File: src/rtl/uart_rx_ctrl.sv
// ---------------------------------------------------------------------------
// uart_rx_ctrl -- frame sequencer for an oversampling UART receiver.
//
// Purpose:
//   Tracks the position inside a serial frame (start, 8 data bits, optional
//   parity, stop) by counting receiver clocks per bit. It produces the
//   enables for the external sampler, deserializer and checker stages. It
//   raises data_valid for one cycle when a frame completes without error.
//
// Ports:
//   CLK          receiver clock (Prescale x baud rate)
//   RST          asynchronous active-low reset
//   RX_IN        serial line, idle high
//   Prescale     oversampling ratio 8/16/32; any other value acts as 8
//   PAR_EN       1 = frame carries a parity bit
//   strt_glitch  start-bit checker reports a glitch (sampled at end of START)
//   par_err      parity checker error flag
//   stp_err      stop-bit checker error flag
//   edge_cnt     clock index inside the current bit
//   bit_cnt      bit index inside the frame (0 = start bit)
//   dat_samp_en  sampler enable, high throughout an active frame
//   strt_chk_en  start-bit checker enable
//   deser_en     one-cycle shift strobe at the end of each data bit
//   par_chk_en   parity checker enable
//   stp_chk_en   stop-bit checker enable
//   finish_s     last clock of the current bit
//   disable_err  one-cycle pulse when a new frame starts; clears old flags
//   data_valid   frame completed cleanly (single cycle)
//
// Build option:
//   UART_RX_BACK2BACK_EN -- when defined, a start bit that coincides with
//   the ERR_CHK cycle is accepted immediately instead of one cycle later.
// ---------------------------------------------------------------------------
module uart_rx_ctrl (
    input  logic       CLK,
    input  logic       RST,
    input  logic       RX_IN,
    input  logic [5:0] Prescale,
    input  logic       PAR_EN,
    input  logic       strt_glitch,
    input  logic       par_err,
    input  logic       stp_err,
    output logic [5:0] edge_cnt,
    output logic [3:0] bit_cnt,
    output logic       dat_samp_en,
    output logic       strt_chk_en,
    output logic       deser_en,
    output logic       par_chk_en,
    output logic       stp_chk_en,
    output logic       finish_s,
    output logic       disable_err,
    output logic       data_valid
);

    typedef enum logic [2:0] {
        S_IDLE    = 3'd0,
        S_START   = 3'd1,
        S_DATA    = 3'd2,
        S_PARITY  = 3'd3,
        S_STOP    = 3'd4,
        S_ERR_CHK = 3'd5
    } state_t;

    state_t     state_q, state_d;
    logic [5:0] edge_q, edge_d;
    logic [3:0] bit_q, bit_d;
    logic [5:0] last_edge_q, last_edge_d;   // Prescale-1 latched for this frame
    logic       par_en_q, par_en_d;         // PAR_EN latched for this frame
    logic       dis_err_q, dis_err_d;

    logic       active;
    logic       finish;
    logic       start_det;

    // Map the ratio to the last edge index of a bit; unsupported ratios
    // fall back to x8.
    function automatic logic [5:0] last_edge_of(input logic [5:0] p);
        logic [5:0] r;
        case (p)
            6'd16:   r = 6'd15;
            6'd32:   r = 6'd31;
            default: r = 6'd7;
        endcase
        return r;
    endfunction

    assign active = (state_q == S_START) || (state_q == S_DATA) ||
                    (state_q == S_PARITY) || (state_q == S_STOP);
    assign finish = active && (edge_q == last_edge_q);

    always_ff @(posedge CLK or negedge RST) begin
        if (!RST) begin
            state_q     <= S_IDLE;
            edge_q      <= 6'd0;
            bit_q       <= 4'd0;
            last_edge_q <= 6'd7;
            par_en_q    <= 1'b0;
            dis_err_q   <= 1'b0;
        end else begin
            state_q     <= state_d;
            edge_q      <= edge_d;
            bit_q       <= bit_d;
            last_edge_q <= last_edge_d;
            par_en_q    <= par_en_d;
            dis_err_q   <= dis_err_d;
        end
    end

    always_comb begin
        state_d     = state_q;
        edge_d      = edge_q;
        bit_d       = bit_q;
        last_edge_d = last_edge_q;
        par_en_d    = par_en_q;
        dis_err_d   = 1'b0;
        start_det   = 1'b0;

        unique case (state_q)
            S_IDLE: begin
                if (!RX_IN) start_det = 1'b1;
            end
            S_START: begin
                if (finish) state_d = strt_glitch ? S_IDLE : S_DATA;
            end
            S_DATA: begin
                if (finish && (bit_q == 4'd8)) state_d = par_en_q ? S_PARITY : S_STOP;
            end
            S_PARITY: begin
                if (finish) state_d = S_STOP;
            end
            S_STOP: begin
                if (finish) state_d = S_ERR_CHK;
            end
            S_ERR_CHK: begin
                state_d = S_IDLE;
`ifdef UART_RX_BACK2BACK_EN
                if (!RX_IN) start_det = 1'b1;
`endif
            end
            default: state_d = S_IDLE;
        endcase

        if (active) begin
            edge_d = finish ? 6'd0 : edge_q + 6'd1;
            bit_d  = finish ? bit_q + 4'd1 : bit_q;
        end

        // Counters rest at zero whenever the line is not being timed.
        if ((state_d == S_IDLE) || (state_d == S_ERR_CHK)) begin
            edge_d = 6'd0;
            bit_d  = 4'd0;
        end

        // The detection cycle is edge 0 of the start bit, so START opens at 1.
        // Frame configuration is captured here and held until the next start.
        if (start_det) begin
            state_d     = S_START;
            edge_d      = 6'd1;
            bit_d       = 4'd0;
            last_edge_d = last_edge_of(Prescale);
            par_en_d    = PAR_EN;
            dis_err_d   = 1'b1;
        end
    end

    assign edge_cnt    = edge_q;
    assign bit_cnt     = bit_q;
    assign dat_samp_en = active;
    assign strt_chk_en = (state_q == S_START);
    assign deser_en    = (state_q == S_DATA) && finish;
    assign par_chk_en  = (state_q == S_PARITY);
    assign stp_chk_en  = (state_q == S_STOP);
    assign finish_s    = finish;
    assign disable_err = dis_err_q;
    assign data_valid  = (state_q == S_ERR_CHK) && !stp_err && (!par_en_q || !par_err);

endmodule

File: config.mk
export PLATFORM = sky130hd
export DESIGN_NAME = uart_rx_ctrl
export DESIGN_NICKNAME = d
export VERILOG_FILES = /design/src/rtl/uart_rx_ctrl.sv
export SDC_FILE = /design/constraint.sdc
export NUM_CORES = 1
export LEC_CHECK = 0
export ABC_AREA = 1
export BUFFER_PORTS_ARGS = -buffer_cell sky130_fd_sc_hd__buf_2
export CORE_AREA = 2 2 64 66
export CTS_BUF_LIST = sky130_fd_sc_hd__clkbuf_2 sky130_fd_sc_hd__clkbuf_4 sky130_fd_sc_hd__clkbuf_8
export CTS_CLUSTER_SIZE = 12
export DETAILED_ROUTE_END_ITERATION = 10
export DIE_AREA = 0 0 66 68
export PLACE_DENSITY = 0.57
export SLEW_MARGIN = 20
export SYNTH_ARGS = -nofsm -noshare
export SYNTH_HDL_FRONTEND = slang
export SYNTH_SLANG_ARGS = --single-unit
export TNS_END_PERCENT = 50
File: constraint.sdc
create_clock -name CLK -period 1.7 [get_ports CLK]
set_input_delay 0.255 -clock CLK [delete_from_list [all_inputs] [get_ports CLK]]
set_output_delay 0.255 -clock CLK [all_outputs]
set_load 0.01 [all_outputs]
==> results of run 1 <==
-- layer usage --
metal	vias to the layer above	global-route usage, %	part of all wire, %
li1	515	-	-
met3	2	2.961	5.1
met2	21	19.82	47
met1	458	16.80	48
met4	0	2.296	0.64
met5	-	0	0
-- where the power goes --
group	switching [W]	internal [W]
clock network	0.000139	0.000182
logic	0.000743	0.000514
registers	0.0000932	0.000513
total	0.000975	0.00121
-- area by class of cell --
cell class | count | area, µm² | area share [%]
Multi-Input combinational cell | 85 | 615.6 | 39.81
Sequential cell | 17 | 426.7 | 27.59
Timing Repair Buffer | 49 | 309.0 | 19.98
Inverter | 22 | 83.83 | 5.421
Tap cell | 50 | 62.56 | 4.045
Clock buffer | 4 | 48.80 | 3.155
-- repair_timing --
action / in CTS / in global routing
gates resized for setup: 6 / 6
hold buffers: 1 / 0
pin swaps: 3 / 2
endpoints found under the hold margin: 17 / 0
buffers inserted: 4 / 2
setup endpoints to repair: 9 / 13
-- worst max-delay path, cell delays in order, from the launching register on --
cell and delay [ps]:
sky130_fd_sc_hd__dfrtp_1 360, sky130_fd_sc_hd__ha_2 190, sky130_fd_sc_hd__nand2_2 70, sky130_fd_sc_hd__a21oi_4 140, sky130_fd_sc_hd__nand3_2 110, sky130_fd_sc_hd__nor2_4 130, sky130_fd_sc_hd__buf_6 110, sky130_fd_sc_hd__nand4_1 110
sky130_fd_sc_hd__nand2_2 130, sky130_fd_sc_hd__nor2_4 50, sky130_fd_sc_hd__nand2_4 110, sky130_fd_sc_hd__nand2_8 90, sky130_fd_sc_hd__nor3_2 100
-- layout by cell type, fill, tap and decap left out, drive strengths merged --
cell / instances
clkbuf: 4
nor3: 6
inv: 21
or2: 1
dfrtp: 17
a21oi: 2
clkinv: 1
nand4: 10
o211ai: 1
nor4: 1
o21ai: 7
nor3b: 1
a211oi: 1
dlygate4sd3: 1
nor2: 11
buf: 48
nand3: 11
ha: 3
xnor2: 1
nand2: 25
xor2: 4
-- through the flow --
step	TNS, ps	total power [W]	util [%]
6_report	-492.8	0.002184	40.10
5_1_grt	-1845	0.002365	40.10
4_1_cts	-576.3	0.002150	39.10
3_5_place_dp	-83.23	0.001751	35.95
3_3_place_gp	-36.79	0.001757	35.95
2_1_floorplan	0	0.001402	-
-- registers in the layout, summed over array words and instances (netlist names) --
signal,count
bit_cnt,4
disable_err,1
edge_cnt,6
last_edge_q,2
par_en_q,1
state_q,3
-- kinds of logic (layout without fill, tap and decap cells) --
kind of cell    Yosys count  after routing  synth area share, %
compound gates           11             11                7.259
xor+xnor                  5              5                4.032
fa+ha+maj                 3              3                3.457
buf+inv                  23             75                8.179
flops                    17             17                39.17
simple gates             66             66                37.90
-- path summary, 6_finish.rpt --
| path | start | slack (ps) | cells past startpoint | endpoint |
|---|---|---|---|---|
| setup reg to reg | edge_cnt[1] | -70 | 12 | edge_cnt[3] |
| max in group asynchronous | RST | 940 | 2 | state_q[2] |
| hold / removal | RX_IN | 210 | 2 | disable_err |
| min in group asynchronous | RST | 460 | 2 | bit_cnt[3] |
| setup / recovery | edge_cnt[1] | -70 | 12 | edge_cnt[3] |
| hold reg to reg | bit_cnt[3] | 560 | 2 | bit_cnt[3] |
==> metrics.txt, run 1 <==
# TYPE chip_impl_metric gauge
chip_impl_metric{name="finalMaxSlewViolations",unit=""} 0
chip_impl_metric{name="final_layout_size_suffix_gt1_share",unit="%"} 53.67
chip_impl_metric{name="synth_area",unit="µm²"} 1086
chip_impl_metric{name="wirelength",unit="µm"} 2514
chip_impl_metric{name="clock_edge_transition_at_the_registers_on_the_reported_setup_and_hold_paths",unit="ps"} 70
chip_impl_metric{name="synth_warnings",unit=""} 0
chip_impl_metric{name="layout.cell_area.non_filler",unit="µm²"} 1546
chip_impl_metric{name="antenna_found_initial",unit=""} 0
chip_impl_metric{name="tritoncts.num_buffers",unit=""} 3
chip_impl_metric{name="clock.fmax",unit="MHz"} 566.2
chip_impl_metric{name="antenna_cells",unit=""} 0
chip_impl_metric{name="ys_ff_latch",unit=""} 17
chip_impl_metric{name="post_layout_nonfiller_instances",unit=""} 227
chip_impl_metric{name="floorplan.die_area",unit="µm²"} 4488
chip_impl_metric{name="drt_pass1_iterations",unit=""} 4
chip_impl_metric{name="netlist_instances",unit=""} 125
chip_impl_metric{name="floorplan.rows",unit=""} 23
chip_impl_info{name="synth.largest_area_cell",value="sky130_fd_sc_hd__dfrtp_1"} 1
chip_impl_metric{name="floorplan.die.width",unit="µm"} 66
chip_impl_metric{name="number_of_fill_cells",unit=""} 414
chip_impl_metric{name="placed_cell_area",unit="µm²"} 1386
chip_impl_info{name="violations",value="setup timing"} 1
chip_impl_metric{name="detail_route.iter0.violations",unit=""} 40
chip_impl_metric{name="h-tree-depth",unit=""} 1
chip_impl_metric{name="start_util",unit="%"} 28.16
chip_impl_metric{name="finalWorstSetupSlack",unit="ps"} -66.10
chip_impl_info{name="ctsRootBufferMaster",value="sky130_fd_sc_hd__clkbuf_8"} 1
chip_impl_metric{name="synth-async-reset-ratio",unit="%"} 100.0
chip_impl_info{name="yosys.cell_count.top_type",value="sky130_fd_sc_hd__dfrtp_1"} 1
chip_impl_metric{name="final-hold-violation-count",unit=""} 0
chip_impl_metric{name="remaining_drcs",unit=""} 0
chip_impl_metric{name="power_density",unit="nW/µm²"} 1412
chip_impl_metric{name="vias_per_std_cell",unit=""} 4.388
chip_impl_metric{name="finalNetCount",unit=""} 194
chip_impl_metric{name="numPortBuffers",unit=""} 30
chip_impl_metric{name="cp.arrival",unit="ps"} 1940
chip_impl_info{name="most_frequent_cells_after_synthesis",value="sky130_fd_sc_hd__dfrtp_1, sky130_fd_sc_hd__nand2_1, sky130_fd_sc_hd__inv_1, sky130_fd_sc_hd__nand3_1, sky130_fd_sc_hd__nand4_1"} 1
chip_impl_metric{name="minimum_setup_slack_after_placement",unit="ps"} -26.68
chip_impl_metric{name="clock-skew-final",unit="ps"} 6.151
chip_impl_metric{name="post_synth_edffs",unit=""} 0
chip_impl_metric{name="grt_pass1_wl",unit="µm"} 4222
chip_impl_metric{name="growth_of_design_area_from_synthesis_to_finish",unit="%"} 42.40
chip_impl_metric{name="finalSetupViolations",unit=""} 12
chip_impl_info{name="synth_top_cells_by_area",value="sky130_fd_sc_hd__dfrtp_1, sky130_fd_sc_hd__nand4_1, sky130_fd_sc_hd__nand2_1"} 1
chip_impl_metric{name="min_period_over_period",unit="%"} 103.9
chip_impl_metric{name="final_antenna_net_count",unit=""} 0
chip_impl_metric{name="grt_pass1_vias",unit=""} 981
chip_impl_metric{name="power.leakage",unit="nW"} 0.8011
chip_impl_metric{name="synth-seq-area-share",unit="%"} 39.17
chip_impl_info{name="hold_path.class",value="in2reg"} 1
chip_impl_metric{name="post-place-cells",unit=""} 216
chip_impl_metric{name="synth_fp_nets",unit=""} 141
chip_impl_metric{name="synth_top_cell_area_share",unit="%"} 39.17
chip_impl_metric{name="grt_usage",unit="%"} 12.24
chip_impl_metric{name="global_route.overflow_total",unit=""} 0
chip_impl_info{name="unrepaired_setup_endpoints_after_global_routing",value="true"} 1
chip_impl_info{name="dominantRegCellSynth",value="sky130_fd_sc_hd__dfrtp_1"} 1
chip_impl_metric{name="insertion_delay",unit="ps"} 250
chip_impl_metric{name="ir_drop",unit="mV"} 0.5455
chip_impl_info{name="worst-setup-path-type",value="reg2reg"} 1
chip_impl_metric{name="numClockSinks",unit=""} 17
chip_impl_metric{name="core_area",unit="µm²"} 3856
chip_impl_metric{name="path_max_fanout",unit=""} 7
chip_impl_info{name="endpoint_kind",value="flop"} 1
chip_impl_metric{name="maximum_number_of_pins_on_one_net_before_global_route_repair",unit=""} 18
chip_impl_info{name="outcome",value="finished with violations"} 1
chip_impl_metric{name="cts-root-to-sink-buffers",unit=""} 2
chip_impl_metric{name="netlist-cell-type-count",unit=""} 29
chip_impl_metric{name="required_time_worst_endpoint",unit="ps"} 1870
chip_impl_metric{name="layout_min_cycle_time",unit="ps"} 1766
chip_impl_metric{name="maxCapViolations",unit=""} 0
chip_impl_metric{name="avgSynthCellArea",unit="µm²"} 8.688
chip_impl_metric{name="via_count",unit=""} 996
chip_impl_metric{name="worst_slew_margin_rel",unit="%"} 71.00
chip_impl_metric{name="post_drt_wl_per_cell",unit="µm"} 11.07
chip_impl_metric{name="globalplace.congestion",unit=""} 0.7838
chip_impl_metric{name="dpl.hpwl",unit="µm"} 1885
chip_impl_metric{name="floorplan.die.height",unit="µm"} 68
chip_impl_info{name="tritoncts",value="built"} 1
chip_impl_metric{name="ios",unit=""} 31
chip_impl_metric{name="whs",unit="ps"} 215.0
chip_impl_metric{name="worst_pin_slew",unit="ps"} 432.6
chip_impl_info{name="critPathLaunchType",value="flop"} 1
Power figures use the tool's default switching activity.
==> inputs of run 2 (changes only) <==
Settings changed: CTS_BUF_LIST sky130_fd_sc_hd__clkbuf_2 sky130_fd_sc_hd__clkbuf_4 sky130_fd_sc_hd__clkbuf_8 to unset.
==> run 2 against run 1 <==
Compared with the run above: clock power decreased by 5%; critical path type unchanged; clock-buffer cell count unchanged; global-route usage is essentially flat; critical path depth did not move; design area grew 2.3%; worst setup slack worse by 4.8 ps; sequential power hardly changed; via count is 0.40% higher; final cell count increased by 1.3%; the run still ends with setup timing left.
==> metrics.txt, run 2 (same netlist as run 1, synthesis figures left out) <==
# TYPE chip_impl_metric gauge
chip_impl_info{name="layout.cells.most_common",value="sky130_fd_sc_hd__buf_2"} 1
chip_impl_metric{name="maxCapViolations",unit=""} 0
chip_impl_metric{name="clock.fmax",unit="MHz"} 564.7
chip_impl_metric{name="power.leakage",unit="nW"} 0.8164
chip_impl_metric{name="via_count",unit=""} 1000
chip_impl_metric{name="cp.arrival",unit="ps"} 1950
chip_impl_metric{name="antenna_found_initial",unit=""} 0
chip_impl_metric{name="grt_pass1_vias",unit=""} 977
chip_impl_metric{name="maximum_number_of_pins_on_one_net_before_global_route_repair",unit=""} 18
chip_impl_metric{name="clock_edge_transition_at_the_registers_on_the_reported_setup_and_hold_paths",unit="ps"} 60
chip_impl_metric{name="cts-root-to-sink-buffers",unit=""} 2
chip_impl_info{name="crit_path_cell_trace",value="ha_2, nand2_2, a21oi_4, nand3_2, nor2_4, buf_6, nand4_1, nand2_2, nor2_4, nand2_4, nand2_8, nor3_2"} 1
chip_impl_metric{name="antenna_cells",unit=""} 0
chip_impl_metric{name="floorplan.die.width",unit="µm"} 66
chip_impl_metric{name="wirelength",unit="µm"} 2568
chip_impl_info{name="outcome",value="finished with violations"} 1
chip_impl_metric{name="ir_drop",unit="mV"} 0.5029
chip_impl_metric{name="global_route.overflow_total",unit=""} 0
chip_impl_metric{name="path_max_fanout",unit=""} 7
chip_impl_metric{name="required_time_worst_endpoint",unit="ps"} 1870
chip_impl_metric{name="grt_pass1_wl",unit="µm"} 4209
chip_impl_metric{name="floorplan.rows",unit=""} 23
chip_impl_metric{name="final_layout_size_suffix_gt1_share",unit="%"} 54.44
chip_impl_info{name="hold_path.class",value="in2reg"} 1
chip_impl_metric{name="core_area",unit="µm²"} 3856
chip_impl_metric{name="grt_usage",unit="%"} 12.20
chip_impl_metric{name="globalplace.congestion",unit=""} 0.7838
chip_impl_metric{name="floorplan.die_area",unit="µm²"} 4488
chip_impl_info{name="ctsRootBufferMaster",value="sky130_fd_sc_hd__clkbuf_8"} 1
chip_impl_metric{name="finalSetupViolations",unit=""} 12
chip_impl_metric{name="h-tree-depth",unit=""} 1
chip_impl_metric{name="start_util",unit="%"} 28.16
chip_impl_metric{name="largest_register_ffs",unit=""} 6
chip_impl_metric{name="min_period_over_period",unit="%"} 104.2
chip_impl_metric{name="detail_route.iter0.violations",unit=""} 28
chip_impl_metric{name="finalNetCount",unit=""} 197
chip_impl_metric{name="growth_of_design_area_from_synthesis_to_finish",unit="%"} 45.74
chip_impl_metric{name="minimum_setup_slack_after_placement",unit="ps"} -26.68
chip_impl_info{name="violations",value="setup timing"} 1
chip_impl_info{name="endpoint_kind",value="flop"} 1
chip_impl_metric{name="clock-skew-final",unit="ps"} 5.020
chip_impl_metric{name="vias_per_std_cell",unit=""} 4.348
chip_impl_metric{name="number_of_fill_cells",unit=""} 417
chip_impl_metric{name="whs",unit="ps"} 213.7
chip_impl_info{name="most_frequent_cells_in_the_layout",value="sky130_fd_sc_hd__buf_2, sky130_fd_sc_hd__buf_4, sky130_fd_sc_hd__dfrtp_1, sky130_fd_sc_hd__nand2_1, sky130_fd_sc_hd__inv_1"} 1
chip_impl_metric{name="final-hold-violation-count",unit=""} 0
chip_impl_metric{name="layout.cell_area.non_filler",unit="µm²"} 1583
chip_impl_metric{name="worst_hold_path.num_cells",unit=""} 2
chip_impl_metric{name="finalSetupTns",unit="ps"} -568.9
chip_impl_metric{name="r2r_cells",unit=""} 12
chip_impl_metric{name="finalWorstSetupSlack",unit="ps"} -70.92
chip_impl_info{name="worst-setup-path-type",value="reg2reg"} 1
chip_impl_info{name="tritoncts",value="built"} 1
chip_impl_metric{name="final_antenna_net_count",unit=""} 0
chip_impl_metric{name="post_drt_wl_per_cell",unit="µm"} 11.17
chip_impl_metric{name="worst_pin_slew",unit="ps"} 429.7
chip_impl_metric{name="remaining_drcs",unit=""} 0
chip_impl_metric{name="numClockSinks",unit=""} 17
chip_impl_metric{name="slowest_delay",unit="ps"} 360
chip_impl_metric{name="finalMaxSlewViolations",unit=""} 0
chip_impl_metric{name="layout_min_cycle_time",unit="ps"} 1771
chip_impl_metric{name="dpl.hpwl",unit="µm"} 1885
chip_impl_info{name="critical-path-slowest-cell",value="sky130_fd_sc_hd__dfrtp_1"} 1
chip_impl_info{name="unrepaired_setup_endpoints_after_global_routing",value="true"} 1
chip_impl_metric{name="worst_slew_margin_rel",unit="%"} 71.20
chip_impl_metric{name="ios",unit=""} 31
chip_impl_metric{name="tritoncts.num_buffers",unit=""} 3
chip_impl_metric{name="drt_pass1_iterations",unit=""} 4
chip_impl_metric{name="insertion_delay",unit="ps"} 250
chip_impl_metric{name="floorplan.die.height",unit="µm"} 68
chip_impl_metric{name="placed_cell_area",unit="µm²"} 1386
chip_impl_metric{name="numPortBuffers",unit=""} 30
chip_impl_info{name="critPathLaunchType",value="flop"} 1
chip_impl_metric{name="power_density",unit="nW/µm²"} 1404
==> run 2: cell types whose count changed in the layout (fill, tap and decap cells not counted) <==
cell / delta
sky130_fd_sc_hd__buf_4: +1
sky130_fd_sc_hd__buf_6: +2
sky130_fd_sc_hd__clkbuf_1: +1
sky130_fd_sc_hd__clkbuf_4: -1
sky130_fd_sc_hd__nor3_2: -1
sky130_fd_sc_hd__nor3_4: +1
sky130_fd_sc_hd__o21ai_1: -1
sky130_fd_sc_hd__o21ai_2: +1
==> run 2: layer usage <==
metal / vias up / GRT usage, % / wire length [µm]
met5: - / 0 / 0
met4: 0 / 2.296 / 16
met3: 2 / 2.961 / 113
li1: 522 / - / -
met2: 18 / 19.57 / 1243
met1: 458 / 16.90 / 1194
==> run 2: what timing repair did <==
item / in CTS / in global routing
hold buffers: 1 / 0
gates resized for setup: 6 / 10
setup buffers: 3 / 6
endpoints found under the setup margin: 9 / 13
endpoints found under the hold margin: 17 / 0
pin swaps: 3 / 4
==> run 2: final timing paths <==
kind	from	endpoint	slack, ps
max in group asynchronous	RST	state_q[2]	940
worst max-delay path	edge_cnt[0]	edge_cnt[3]	-70
worst min-delay path	RX_IN	disable_err	210
min in group asynchronous	RST	bit_cnt[3]	460
worst max register to register	edge_cnt[0]	edge_cnt[3]	-70
worst min register to register	bit_cnt[3]	bit_cnt[3]	560
==> run 2: area by class of cell <==
type                    count  area [µm²]  area share [%]
flip-flops and latches     17       426.7           26.96
inverters                  22       83.83           5.296
clock buffers               4       45.04           2.846
well taps                  50       62.56           3.953
multi-input cells          85       625.6           39.53
repair buffers             52       339.1           21.42
==> run 2: power breakdown <==
part	switching [W]	internal (W)
clock network	0.000138	0.000166
logic	0.000763	0.000548
registers	0.0000931	0.000513
total	0.000994	0.00123
==> run 2: critical path: cells and delay by family, from the launching register on <==
family          cells  cell delay [ps]
simple gates        9              900
buf+inv             1              110
fa+ha+maj           1              190
compound gates      1              140
flops               1              360
==> run 2: metrics by stage <==
step	total power (W)	std cells	util, %
2_1_floorplan	0.001402	125	-
3_3_place_gp	0.001757	216	35.95
3_5_place_dp	0.001751	216	35.95
4_1_cts	0.002131	224	38.81
5_1_grt	0.002406	230	41.04
6_report	0.002222	230	41.04
==> inputs of run 3 (changes only) <==
Settings changed: PLACE_DENSITY 0.57 to 0.55, RECOVER_POWER set to 25.
Clock period 1.7 ns to 1.88 ns, I/O delays scaled along.
==> run 3 against run 2 <==
Compared with the run above: the run now ends clean; clock-buffer cell count down 1; hold slack better by 20 ps; clock skew up 2.5 ps; combinational power down 15%; design area down 5.2%; total power down 12%; register-to-register slack better by 130 ps; non-clock buffer count down 10; critical path depth unchanged; worst setup slack better by 130 ps; largest cell class unchanged.
==> metrics.txt, run 3 (same netlist as run 1, synthesis figures left out) <==
# TYPE chip_impl_metric gauge
chip_impl_metric{name="clock-skew-final",unit="ps"} 7.493
chip_impl_info{name="outcome",value="finished clean"} 1
chip_impl_metric{name="via_count",unit=""} 1000
chip_impl_metric{name="slowest_delay",unit="ps"} 370
chip_impl_info{name="startpoint_of_the_lowest_slack_hold_path",value="PAR_EN"} 1
chip_impl_metric{name="remaining_drcs",unit=""} 0
chip_impl_metric{name="finalMaxSlewViolations",unit=""} 0
chip_impl_info{name="worst-setup-path-type",value="reg2reg"} 1
chip_impl_info{name="critPathLaunchType",value="flop"} 1
chip_impl_metric{name="antenna_found_initial",unit=""} 0
chip_impl_info{name="crit_path_start",value="edge_cnt[1]"} 1
chip_impl_metric{name="swShare",unit="%"} 46.83
chip_impl_info{name="ctsRootBufferMaster",value="sky130_fd_sc_hd__clkbuf_8"} 1
chip_impl_metric{name="ios",unit=""} 31
chip_impl_metric{name="layout_min_cycle_time",unit="ps"} 1823
chip_impl_info{name="unrepaired_setup_endpoints_after_global_routing",value="true"} 1
chip_impl_metric{name="final_antenna_net_count",unit=""} 0
chip_impl_metric{name="numClockSinks",unit=""} 17
chip_impl_metric{name="min_period_over_period",unit="%"} 96.97
chip_impl_metric{name="wirelength",unit="µm"} 2542
chip_impl_metric{name="largest_register_ffs",unit=""} 6
chip_impl_metric{name="floorplan.rows",unit=""} 23
chip_impl_metric{name="power.leakage",unit="nW"} 0.7668
chip_impl_metric{name="finalSetupTns",unit="ps"} 0
chip_impl_metric{name="globalplace.congestion",unit=""} 0.7885
chip_impl_info{name="hold_path.class",value="in2reg"} 1
chip_impl_metric{name="tritoncts.num_buffers",unit=""} 3
chip_impl_metric{name="core_area",unit="µm²"} 3856
chip_impl_metric{name="post_drt_wl_per_cell",unit="µm"} 11.55
chip_impl_metric{name="floorplan.die_area",unit="µm²"} 4488
chip_impl_metric{name="maxCapViolations",unit=""} 0
chip_impl_metric{name="insertion_delay",unit="ps"} 260
chip_impl_metric{name="antenna_cells",unit=""} 0
chip_impl_metric{name="power.share.clock",unit="%"} 14.8
chip_impl_metric{name="worst-path-buf-inv",unit=""} 1
chip_impl_info{name="crit_family",value="simple AND/OR/NAND/NOR gates"} 1
chip_impl_metric{name="clock_edge_transition_at_the_registers_on_the_reported_setup_and_hold_paths",unit="ps"} 80
chip_impl_info{name="endpoint_kind",value="flop"} 1
chip_impl_metric{name="drt_pass1_iterations",unit=""} 4
chip_impl_metric{name="floorplan.die.width",unit="µm"} 66
chip_impl_metric{name="whs",unit="ps"} 233.6
chip_impl_metric{name="required_time_worst_endpoint",unit="ps"} 2070
chip_impl_info{name="crit_path_cell_trace",value="ha_2, nand2_4, a21oi_4, nand3_2, nor2_4, buf_6, nand4_1, nand2_2, nor2_4, nand2_4, nand2_8, nor3_4"} 1
chip_impl_metric{name="vias_per_std_cell",unit=""} 4.545
chip_impl_metric{name="grt_usage",unit="%"} 12.57
chip_impl_metric{name="detail_route.iter0.violations",unit=""} 31
chip_impl_metric{name="growth_of_design_area_from_synthesis_to_finish",unit="%"} 38.13
chip_impl_metric{name="h-tree-depth",unit=""} 1
chip_impl_metric{name="sequential_fraction_of_design_power",unit="%"} 28.5
chip_impl_metric{name="worst_slew_margin_rel",unit="%"} 35.60
chip_impl_metric{name="dpl.hpwl",unit="µm"} 1925
chip_impl_metric{name="ir_drop",unit="mV"} 0.6354
chip_impl_metric{name="power.net_switching",unit="W"} 0.0009160
chip_impl_metric{name="finalSetupViolations",unit=""} 0
chip_impl_info{name="critical-path-slowest-cell",value="sky130_fd_sc_hd__dfrtp_1"} 1
chip_impl_metric{name="floorplan.die.height",unit="µm"} 68
chip_impl_metric{name="global_route.overflow_total",unit=""} 0
chip_impl_metric{name="path_max_fanout",unit=""} 7
chip_impl_metric{name="grt_pass1_vias",unit=""} 979
chip_impl_info{name="tritoncts",value="built"} 1
chip_impl_metric{name="cts-root-to-sink-buffers",unit=""} 2
chip_impl_info{name="crit-reg2reg-launch",value="edge_cnt[1]"} 1
chip_impl_metric{name="internal_power_summed_over_all_cells",unit="W"} 0.001040
chip_impl_metric{name="cp.arrival",unit="ps"} 2010
chip_impl_metric{name="worst_pin_slew",unit="ps"} 966.1
chip_impl_info{name="most_frequent_cells_in_the_layout",value="sky130_fd_sc_hd__buf_2, sky130_fd_sc_hd__dfrtp_1, sky130_fd_sc_hd__nand2_1, sky130_fd_sc_hd__inv_1, sky130_fd_sc_hd__nand4_1"} 1
chip_impl_metric{name="numPortBuffers",unit=""} 30
chip_impl_metric{name="final-hold-violation-count",unit=""} 0
chip_impl_metric{name="number_of_fill_cells",unit=""} 401
chip_impl_metric{name="maximum_number_of_pins_on_one_net_before_global_route_repair",unit=""} 18
chip_impl_metric{name="comb_power_share",unit="%"} 56.7
chip_impl_metric{name="clock.fmax",unit="MHz"} 548.5
chip_impl_metric{name="grt_pass1_wl",unit="µm"} 4374
chip_impl_info{name="layout.cells.most_common",value="sky130_fd_sc_hd__buf_2"} 1
chip_impl_metric{name="finalNetCount",unit=""} 187
chip_impl_metric{name="start_util",unit="%"} 28.16
chip_impl_metric{name="power_density",unit="nW/µm²"} 1304
chip_impl_metric{name="final_layout_size_suffix_gt1_share",unit="%"} 48.24
==> run 3: cell types whose count changed in the layout (fill, tap and decap cells not counted), moves of 2 or more <==
| cell | before | now |
|---|---|---|
| sky130_fd_sc_hd__buf_4 | 17 | 9 |
| sky130_fd_sc_hd__buf_6 | 5 | 3 |
| sky130_fd_sc_hd__nand2_2 | 7 | 5 |
| sky130_fd_sc_hd__nor3_2 | 4 | 2 |
| sky130_fd_sc_hd__nor3_4 | 1 | 3 |
==> run 3: what timing repair did <==
item | in CTS | in global routing
resized for setup | 1 | 11
hold buffers | 1 | 0
endpoints found under the hold margin | 17 | 0
endpoints found under the setup margin | 1 | 11
setup buffers | 3 | 5
pin swaps | 1 | 9
==> run 3: layout make-up <==
| class | instances | area (µm²) | share of cell area [%] |
|---|---|---|---|
| multi-input combinational | 85 | 624.3 | 41.62 |
| sequential | 17 | 425.4 | 28.36 |
| timing repair buffer | 42 | 255.2 | 17.01 |
| inverter | 22 | 83.83 | 5.588 |
| tap | 50 | 62.56 | 4.170 |
| clock buffer | 3 | 41.29 | 2.752 |
| clock inverter | 1 | 7.507 | 0.5004 |
==> run 3: path summary, 6_finish.rpt <==
| kind | to | slack [ps] | cells after the start |
|---|---|---|---|
| worst min-delay path | par_en_q | 230 | 3 |
| max in group asynchronous | bit_cnt[3] | 600 | 2 |
| worst min register to register | bit_cnt[3] | 580 | 2 |
| worst max register to register | edge_cnt[5] | 60 | 12 |
| min in group asynchronous | edge_cnt[0] | 690 | 2 |
| worst max-delay path | edge_cnt[5] | 60 | 12 |
==> run 3: metal layers <==
| layer | part of all wire [%] | global-route usage [%] |
|---|---|---|
| met1 | 46 | 16.45 |
| met2 | 49 | 21.84 |
| met3 | 3.8 | 1.974 |
| met4 | 0.31 | 3.061 |
| met5 | 0 | 0 |
==> run 3: tightest hold or removal path, delay by kind of cell <==
kind,cells,cell delay [ps]
AOI/OAI and AO/OA,1,60
and+or+nand+nor,1,40
buffers and inverters,1,80
==> run 3: power groups by stage <==
stage / Sequential (W) / Clock (W) / Combinational (W)
final: 0.000558 / 0.000289 / 0.00111
after global routing: 0.000571 / 0.000308 / 0.00123
after CTS: 0.000558 / 0.000292 / 0.000977
after detailed placement: 0.000572 / 0 / 0.000936
after global placement: 0.000564 / 0 / 0.000931
after floorplan: 0.000575 / 0 / 0.000686
==> run 3: stage by stage <==
stage	cell area (µm²)	setup slack, ps	power (W)	util [%]	std cells
global placement	1316	123.5	0.001495	34.13	207
CTS	1401	10.37	0.001828	36.34	215
finish	1500	56.98	0.001956	38.90	220
detailed placement	1316	88.92	0.001508	34.13	207
global route	1500	-103.0	0.002110	38.90	220
floorplan	1086	173.1	0.001261	-	125
